<file path="src/rtl/line_burst_writer.sv">
// Write-back serializer: captures one byte-masked cache line and drives it to
// physical memory as a fixed-length burst of beats, each with a byte strobe.
module line_burst_writer #(
  parameter int LINE_WIDTH = 256,
  parameter int BEAT_WIDTH = 64,
  parameter int BEATS      = 4
) (
  input  logic                    clk,
  input  logic                    rst,
  input  logic                    req_i,
  output logic                    ready_o,
  input  logic [LINE_WIDTH-1:0]   line_i,
  input  logic [LINE_WIDTH/8-1:0] mask_i,
  input  logic [31:0]             addr_i,
  output logic                    done_o,
  output logic                    pmem_write_o,
  output logic [31:0]             pmem_address_o,
  output logic [BEAT_WIDTH-1:0]   pmem_wdata_o,
  output logic [BEAT_WIDTH/8-1:0] pmem_strb_o,
  input  logic                    pmem_resp_i,
  output logic [1:0]              dbg_state
);

  localparam int MASK_W = LINE_WIDTH / 8;
  localparam int STRB_W = BEAT_WIDTH / 8;
  localparam int CNT_W  = (BEATS > 1) ? $clog2(BEATS) : 1;
  localparam int OFF_W  = $clog2(LINE_WIDTH / 8);

  // Handshakes: req_i is taken on a rising edge where ready_o=1 (ready_o does
  // not depend on req_i). Each beat is held until a rising edge with
  // pmem_resp_i=1; pmem_resp_i outside a burst has no effect.

  typedef enum logic [1:0] {
    IDLE  = 2'd0,
    BURST = 2'd1,
    DONE  = 2'd2
  } state_t;

  state_t              state, state_n;
  logic [CNT_W-1:0]    cnt;
  logic [LINE_WIDTH-1:0] line_q;
  logic [MASK_W-1:0]   mask_q;
  logic [31:0]         addr_q;

  logic                accept;
  logic                last_beat;
  logic [BEAT_WIDTH-1:0] beat_data;
  logic [STRB_W-1:0]   beat_strb;

  assign accept    = (state == IDLE) && req_i;
  assign last_beat = (cnt == CNT_W'(BEATS - 1));
  assign dbg_state = state;

  // Beat selection as an explicit mux keeps the index arithmetic width-clean.
  always_comb begin
    beat_data = '0;
    beat_strb = '0;
    for (int b = 0; b < BEATS; b++) begin
      if (cnt == CNT_W'(b)) begin
        beat_data = line_q[b*BEAT_WIDTH +: BEAT_WIDTH];
        beat_strb = mask_q[b*STRB_W +: STRB_W];
      end
    end
  end

  always_ff @(posedge clk or posedge rst) begin
    if (rst) begin
      state  <= IDLE;
      cnt    <= '0;
      line_q <= '0;
      mask_q <= '0;
      addr_q <= '0;
    end else begin
      state <= state_n;
      if (accept) begin
        line_q <= line_i;
        mask_q <= mask_i;
        addr_q <= {addr_i[31:OFF_W], {OFF_W{1'b0}}};
        cnt    <= '0;
      end else if ((state == BURST) && pmem_resp_i) begin
        cnt <= last_beat ? '0 : cnt + CNT_W'(1);
      end
    end
  end

  always_comb begin
    state_n        = state;
    ready_o        = 1'b0;
    done_o         = 1'b0;
    pmem_write_o   = 1'b0;
    pmem_address_o = '0;
    pmem_wdata_o   = '0;
    pmem_strb_o    = '0;
    case (state)
      IDLE: begin
        ready_o = 1'b1;
        if (req_i) begin
          // An all-zero mask has nothing to write, so skip memory entirely.
          state_n = (mask_i != '0) ? BURST : DONE;
        end
      end
      BURST: begin
        pmem_write_o   = 1'b1;
        pmem_address_o = addr_q;
        pmem_wdata_o   = beat_data;
        pmem_strb_o    = beat_strb;
        if (pmem_resp_i && last_beat) begin
          state_n = DONE;
        end
      end
      DONE: begin
        done_o  = 1'b1;
        state_n = IDLE;
      end
      default: begin
        state_n = IDLE;
      end
    endcase
  end

endmodule

</file>
<file path="config.mk">
export PLATFORM = sky130hd
export DESIGN_NAME = line_burst_writer
export DESIGN_NICKNAME = d
export VERILOG_FILES = /design/src/rtl/line_burst_writer.sv
export SDC_FILE = /design/constraint.sdc
export NUM_CORES = 1
export LEC_CHECK = 0
export CAP_MARGIN = 25
export CORE_MARGIN = 1
export CORE_UTILIZATION = 45
export CTS_CLUSTER_SIZE = 8
export DETAILED_ROUTE_END_ITERATION = 10
export GPL_ROUTABILITY_DRIVEN = 0
export GPL_TIMING_DRIVEN = 0
export PLACE_DENSITY = 0.76
export SKIP_CTS_REPAIR_TIMING = 1
export SYNTH_ARGS = -nofsm -noshare
export SYNTH_HDL_FRONTEND = slang
export SYNTH_SLANG_ARGS = --single-unit
</file>
<file path="constraint.sdc">
create_clock -name clk -period 17.4 [get_ports clk]
set_input_delay 5.22 -clock clk [delete_from_list [all_inputs] [get_ports clk]]
set_output_delay 5.22 -clock clk [all_outputs]
set_load 0.02 [all_outputs]
</file>
==> impl_metrics.yaml, run 1 <==
worst_setup_path:
  r2r-end: "line_q[243]"
  cp_data_arrival_time_ps: 3210
  startpoint: "cnt[1]"
  r2r_cells: 7
  path_class: "reg2out"
  r2r_setup_slack_ps: 15490
  crit_path_end_kind: "primary output"
  required_ps: 12180
  reg2reg_from: "dbg_state[0]"
  cp_cell_sequence: "inv_1, ha_1, buf_2, buf_4, buf_2, nand2_1, o21ai_0, mux2i_1, o21ai_1, clkdlybuf4s50_1"
  cp_slowest_cell: "clkdlybuf4s50_1"
  endpoint: "pmem_wdata_o[51]"
  critPathLaunchType: "register"
  critPathMaxStageDelay_ps: 670
  timing.critical_path.mode_cell: "buf_2"
  critPathMaxFanout: 10
sta:
  finalWorstSetupSlack_ps: 8969
  finalCritPeriodShare_pct: 48.45
  max_freq_mhz: 118.6
  grt_setup_unrepaired: "no"
  whs_ps: 464.3
  period_needed_ps: 8431
  worstMarginPinSlew_ps: 777.1
  setup_viol: 0
  maxSlewViolCount: 0
  relSlewSlack_pct: 48.20
  hold_viol: 0
  fin_skew_ps: 20.67
logic_synthesis:
  yosys.cell_count.top_type: "nand2_1"
  synth_top_area_share_pct: 52.69
  synth-edff-count: 0
  synth_top_area_cell: "dfrtp_1"
  synth_area_um2: 15150
  synth_ff_type: "dfrtp_1"
  synth_commonest_cells: "1,092 x nand2_1, 319 x dfrtp_1, 101 x o21ai_0"
  syn-mean-instance-area_um2: 8.008
  synthTopCellsByArea: "dfrtp_1 53%, nand2_1 27%, mux2i_1 4.8%"
  ys_seq_area_share_pct: 52.69
  synthCells: 1892
  async_flop_share_pct: 100.0
  ys_ff_latch: 319
  ys_warn_count: 0
  ys_types: 24
detailed_routing:
  dr.pass1.iters: 5
  vias: 14630
  drc: 0
  drtIter0Drc: 1083
  vias_per_cell: 5.198
  wl_per_cell_um: 18.59
  drtAntennaViolNets: 0
  routed_wirelength_mm: 52.32
cts:
  clock_path_buffers: 3
  cts_htree_levels: 2
  clk-insertion-delay-late_ps: 530
  cts_root_buf: "clkbuf_16"
  cts_tree: "yes"
  clkTransAtPathRegs_ps: 50
  cts_sinks: 319
  cts_buffers: 45
power:
  leakagePower_uw: 0.01020
  p_per_area_nw_per_um2: 182.6
  power_uw: 3871
  peakVddDrop_mv: 0.08455
global_route:
  grt_pass1_vias: 14740
  grt_overflow_total: 0
  grt_pass1_wl_mm: 79.50
  grt_usage_pct: 30.40
  grt_max_degree: 113
  grt_antenna_before_repair: 2
die:
  start_util_pct: 46.10
  core_area_um2: 32870
  io_pins: 433
  die_y_um: 185.5
  die_x_um: 185.5
  fp.dieArea_um2: 34410
  rows: 66
layout:
  nets: 2695
  drive_gt1_share_pct: 6.796
  area_growth_pct: 39.94
run_status:
  status: "finished, final reports clean"
run:
  drv_cap: 0
worst_hold_path:
  min_path_type: "reg2reg"
place:
  pre_cts_slack_ps: 9532
  dpl.hpwl_mm: 38.18
  io_buffers: 422
-- sequential cells by signal, summed over array words and instances, names as in the netlist --
signal,cells
line_q,256
mask_q,32
addr_q,27
cnt,2
dbg_state,2
-- cell families (layout without fill, tap and decap cells) --
group / Yosys count / after routing / synth area share (%)
and+or+nand+nor: 1209 / 1209 / 31.25
DFF: 319 / 319 / 52.69
AOI/OAI and AO/OA: 149 / 149 / 5.038
buffers and inverters: 138 / 611 / 5.913
muxes: 72 / 72 / 4.757
adders and majority gates: 4 / 4 / 0.3303
other: 1 / 8 / 0.02475
-- critical path, delay by kind of cell, from the launching register on --
family / cells / cell delay (ps)
compound gates: 2 / 360
fa+ha+maj: 1 / 140
buf+inv: 5 / 1570
flops: 1 / 400
mux: 1 / 110
simple gates: 1 / 90
-- cells in the final DEF (no fill, tap or decap) --
cell type,count
and2_1,28
buf_2,59
buf_6,32
conb_1,5
inv_1,2
diode_2,3
mux2i_1,72
a32o_1,2
nand2b_1,1
nor2_1,2
nand2_1,1092
a21oi_2,1
buf_4,17
nor2_2,1
clkbuf_1,19
a2bb2oi_1,1
clkbuf_16,47
nor2b_1,2
nor4_1,8
inv_6,1
buf_16,2
buf_1,9
ha_1,4
nand3_1,73
clkdlybuf4s50_1,422
o21ai_1,44
nand4_1,2
o21ai_0,101
dfrtp_1,319
inv_8,1
-- through the flow --
step | TNS (ps) | cells | cell area [um^2] | utilization (%)
final | 0 | 2814 | 21200 | 64.51
after global routing | 0 | 2813 | 21200 | 64.50
after CTS | 0 | 2811 | 21190 | 64.49
after detailed placement | 0 | 2762 | 20010 | 60.87
after global placement | -116810 | 2760 | 19940 | 60.68
after floorplan | 0 | 1896 | 15170 | -
-- metal layers --
layer  wire length (um)  vias to the layer above  GRT usage [%]
met5                  0                        -              0
met4               1973                        0          11.97
met3               4053                      131          5.048
met2              24770                      691          50.11
met1              21520                     6944          40.00
li1                   -                     6860              -
-- final cells by class --
cell class	count	area, um^2
Fill cell	2821	11660
Sequential cell	319	7983
Inverter	3	18.77
Timing Repair Buffer	424	4279
Tap cell	442	553.0
Buffer	135	884.6
Clock buffer	48	1180
Antenna cell	3	7.507
Clock inverter	1	8.758
Multi-Input combinational cell	1439	6287
-- power by group --
| part | internal, uW | switching, uW | total (uW) |
|---|---|---|---|
| clock network | 470 | 304 | 774 |
| registers | 1100 | 202 | 1300 |
| logic | 718 | 1080 | 1800 |
| total | 2280 | 1590 | 3870 |
-- how the worst min path moves through the flow --
stage	from	to	slack, ps	cells after the start
2_1_floorplan	addr_q[10]	addr_q[10]	440	2
3_3_place_gp	addr_q[6]	addr_q[6]	450	2
3_5_place_dp	addr_q[31]	addr_q[31]	450	2
4_1_cts	addr_q[31]	addr_q[31]	470	2
5_1_grt	line_q[207]	line_q[207]	490	2
6_report	addr_q[31]	addr_q[31]	460	2
Note: power is estimated with default switching activity, not from simulation.
==> run 2: changes to the inputs <==
==> constraint.sdc (replaced) <==
create_clock -name clk -period 7.8 [get_ports clk]
set_input_delay 2.34 -clock clk [delete_from_list [all_inputs] [get_ports clk]]
set_output_delay 2.34 -clock clk [all_outputs]
set_load 0.02 [all_outputs]
==> run 2 against run 1 <==
Compared with the run above:
- first-iteration DRC count grew 8.9%
- clock skew is 2.1 ps higher
- count of clock-buffer cells in the layout did not move
- clock power grew 120%
- utilization is 0.32 points higher
- register-to-register slack got worse by 9600 ps
- combinational power increased by 120%
- critical path depth unchanged
- total power grew 120%
- wire length fell by 0.20%
- critical endpoint is now pmem_wdata_o[15]
==> impl_metrics.yaml, run 2 (synthesized netlist as in run 1, its figures left out) <==
worst_setup_path:
  cp_slowest_cell: "clkdlybuf4s50_1"
  reg2reg_from: "dbg_state[0]"
  path_class: "reg2out"
  crit_path_end_kind: "primary output"
  critPathMaxStageDelay_ps: 680
  cp_cell_sequence: "inv_1, ha_1, buf_2, buf_4, buf_4, nand2_1, o21ai_0, mux2i_1, o21ai_0, clkdlybuf4s50_1"
  cp.depth: 10
  required_ps: 5460
  startpoint: "cnt[1]"
  critPathMaxFanout: 10
  path_buf_inv: 5
  r2r_cells: 7
  cpLargestDelayFamily: "buffers and inverters"
  cp_data_arrival_time_ps: 3220
  critPathLaunchType: "register"
detailed_routing:
  wl_per_cell_um: 18.50
  drtIter0Drc: 1179
  dr.pass1.iters: 8
  vias: 14880
  vias_per_cell: 5.273
  routed_wirelength_mm: 52.22
  drc: 0
  drtAntennaViolNets: 0
power:
  p_per_area_nw_per_um2: 405.4
  peakVddDrop_mv: 0.1736
  leakagePower_uw: 0.01024
sta:
  relSlewSlack_pct: 57.53
  period_needed_ps: 5558
  fin_skew_ps: 22.81
  setup_viol: 0
  max_freq_mhz: 179.9
  worstMarginPinSlew_ps: 637.1
  maxSlewViolCount: 0
  whs_ps: 465.2
  finalCritPeriodShare_pct: 71.25
  grt_setup_unrepaired: "no"
  hold_viol: 0
cts:
  cts_tree: "yes"
  cts_root_buf: "clkbuf_16"
  cts_buffers: 45
  clock_path_buffers: 3
  cts_sinks: 319
  cts_htree_levels: 2
  clkTransAtPathRegs_ps: 50
  clk-insertion-delay-late_ps: 540
layout:
  largest_reg_flops: 256
  nFillCells: 2784
  nets: 2701
  layout_common_cells: "1,092 x nand2_1, 422 x clkdlybuf4s50_1, 319 x dfrtp_1, 101 x o21ai_0, 73 x nand3_1"
  drive_gt1_share_pct: 7.032
  final_common_cell: "nand2_1"
  top_regs: "line_q x256, mask_q x32, addr_q x27"
  fin_area_um2: 21310
  area_growth_pct: 40.64
  regMostFlops: "line_q"
global_route:
  grt_usage_pct: 30.32
  grt_pass1_vias: 14670
  grt_pass1_wl_mm: 79.32
  grt_antenna_before_repair: 4
  grt_max_degree: 44
  grt_overflow_total: 0
worst_hold_path:
  min_path_type: "reg2reg"
  min-delay-start: "addr_q[26]"
  hold_path_depth: 2
die:
  die_y_um: 185.5
  fp.dieArea_um2: 34410
  die_x_um: 185.5
  core_area_um2: 32870
  rows: 66
  io_pins: 433
  start_util_pct: 46.10
place:
  io_buffers: 422
  dpl.hpwl_mm: 38.41
  placed_cell_area_um2: 20110
run:
  drv_cap: 0
run_status:
  status: "finished, final reports clean"
[run 2: changes by cell type in the layout (fill, tap and decap cells not counted)]
cell	before	now
buf_12	0	8
buf_16	2	0
diode_2	3	5
clkinvlp_4	0	1
inv_8	1	0
[run 2: worst paths after layout]
path	slack, ps	to
min in group asynchronous	2200	addr_q[14]
min	470	addr_q[26]
min reg2reg	470	addr_q[26]
max	2240	pmem_wdata_o[15]
max reg2reg	5880	line_q[190]
max in group asynchronous	4260	line_q[212]
[run 2: tightest hold or removal path: cells and delay by family (launching register included)]
family           cells  cell delay (ps)
DFF                  1              330
and+or+nand+nor      2              100
[run 2: metrics by stage]
stage	utilization (%)	power, uW	worst slack, ps	setup TNS (ps)	std cells
2_1_floorplan	-	5222	1207	0	1896
3_3_place_gp	60.69	6744	-933.2	-287690	2760
3_5_place_dp	61.18	6855	2834	0	2768
4_1_cts	64.79	8630	2233	0	2817
5_1_grt	64.82	9168	1999	0	2821
6_report	64.83	8638	2242	0	2822
[run 2: cell type report]
type	instances	area [um^2]	share of cell area, %
tap	442	553.0	2.595
clock inverter	1	8.758	0.04110
buffer	135	884.6	4.152
antenna	5	12.51	0.05872
timing repair buffer	430	4384	20.58
sequential	319	7983	37.46
multi-input combinational	1439	6287	29.51
clock buffer	48	1180	5.537
inverter	3	15.01	0.07046
[run 2: per-layer routing]
metal	up-vias	part of all wire [%]	track usage, %
li1	6873	-	-
met1	7172	41	40.18
met2	717	48	50.49
met3	117	7.5	4.070
met4	0	3.3	11.70
met5	-	0	0
[run 2: report_power, final]
part / switching (uW) / internal (uW) / total (uW)
clock network: 681 / 1050 / 1730
registers: 447 / 2450 / 2890
logic: 2410 / 1610 / 4010
total: 3540 / 5100 / 8640
==> run 3: changes to the inputs <==
==> constraint.sdc (replaced) <==
create_clock -name clk -period 5.7 [get_ports clk]
set_input_delay 1.71 -clock clk [delete_from_list [all_inputs] [get_ports clk]]
set_output_delay 1.71 -clock clk [all_outputs]
set_load 0.02 [all_outputs]
==> results of run 3 <==
Same layout as run 2 (identical final DEF). Status: finished, final reports clean.
Main changes from that run: setup slack after placement 2834 ps -> 1364 ps; setup slack after layout 2242 ps -> 772.3 ps; register-to-register setup slack 5880 ps -> 3780 ps; total power 8638 uW -> 11820 uW; worst IR drop on VDD 0.1736 mV -> 0.2376 mV
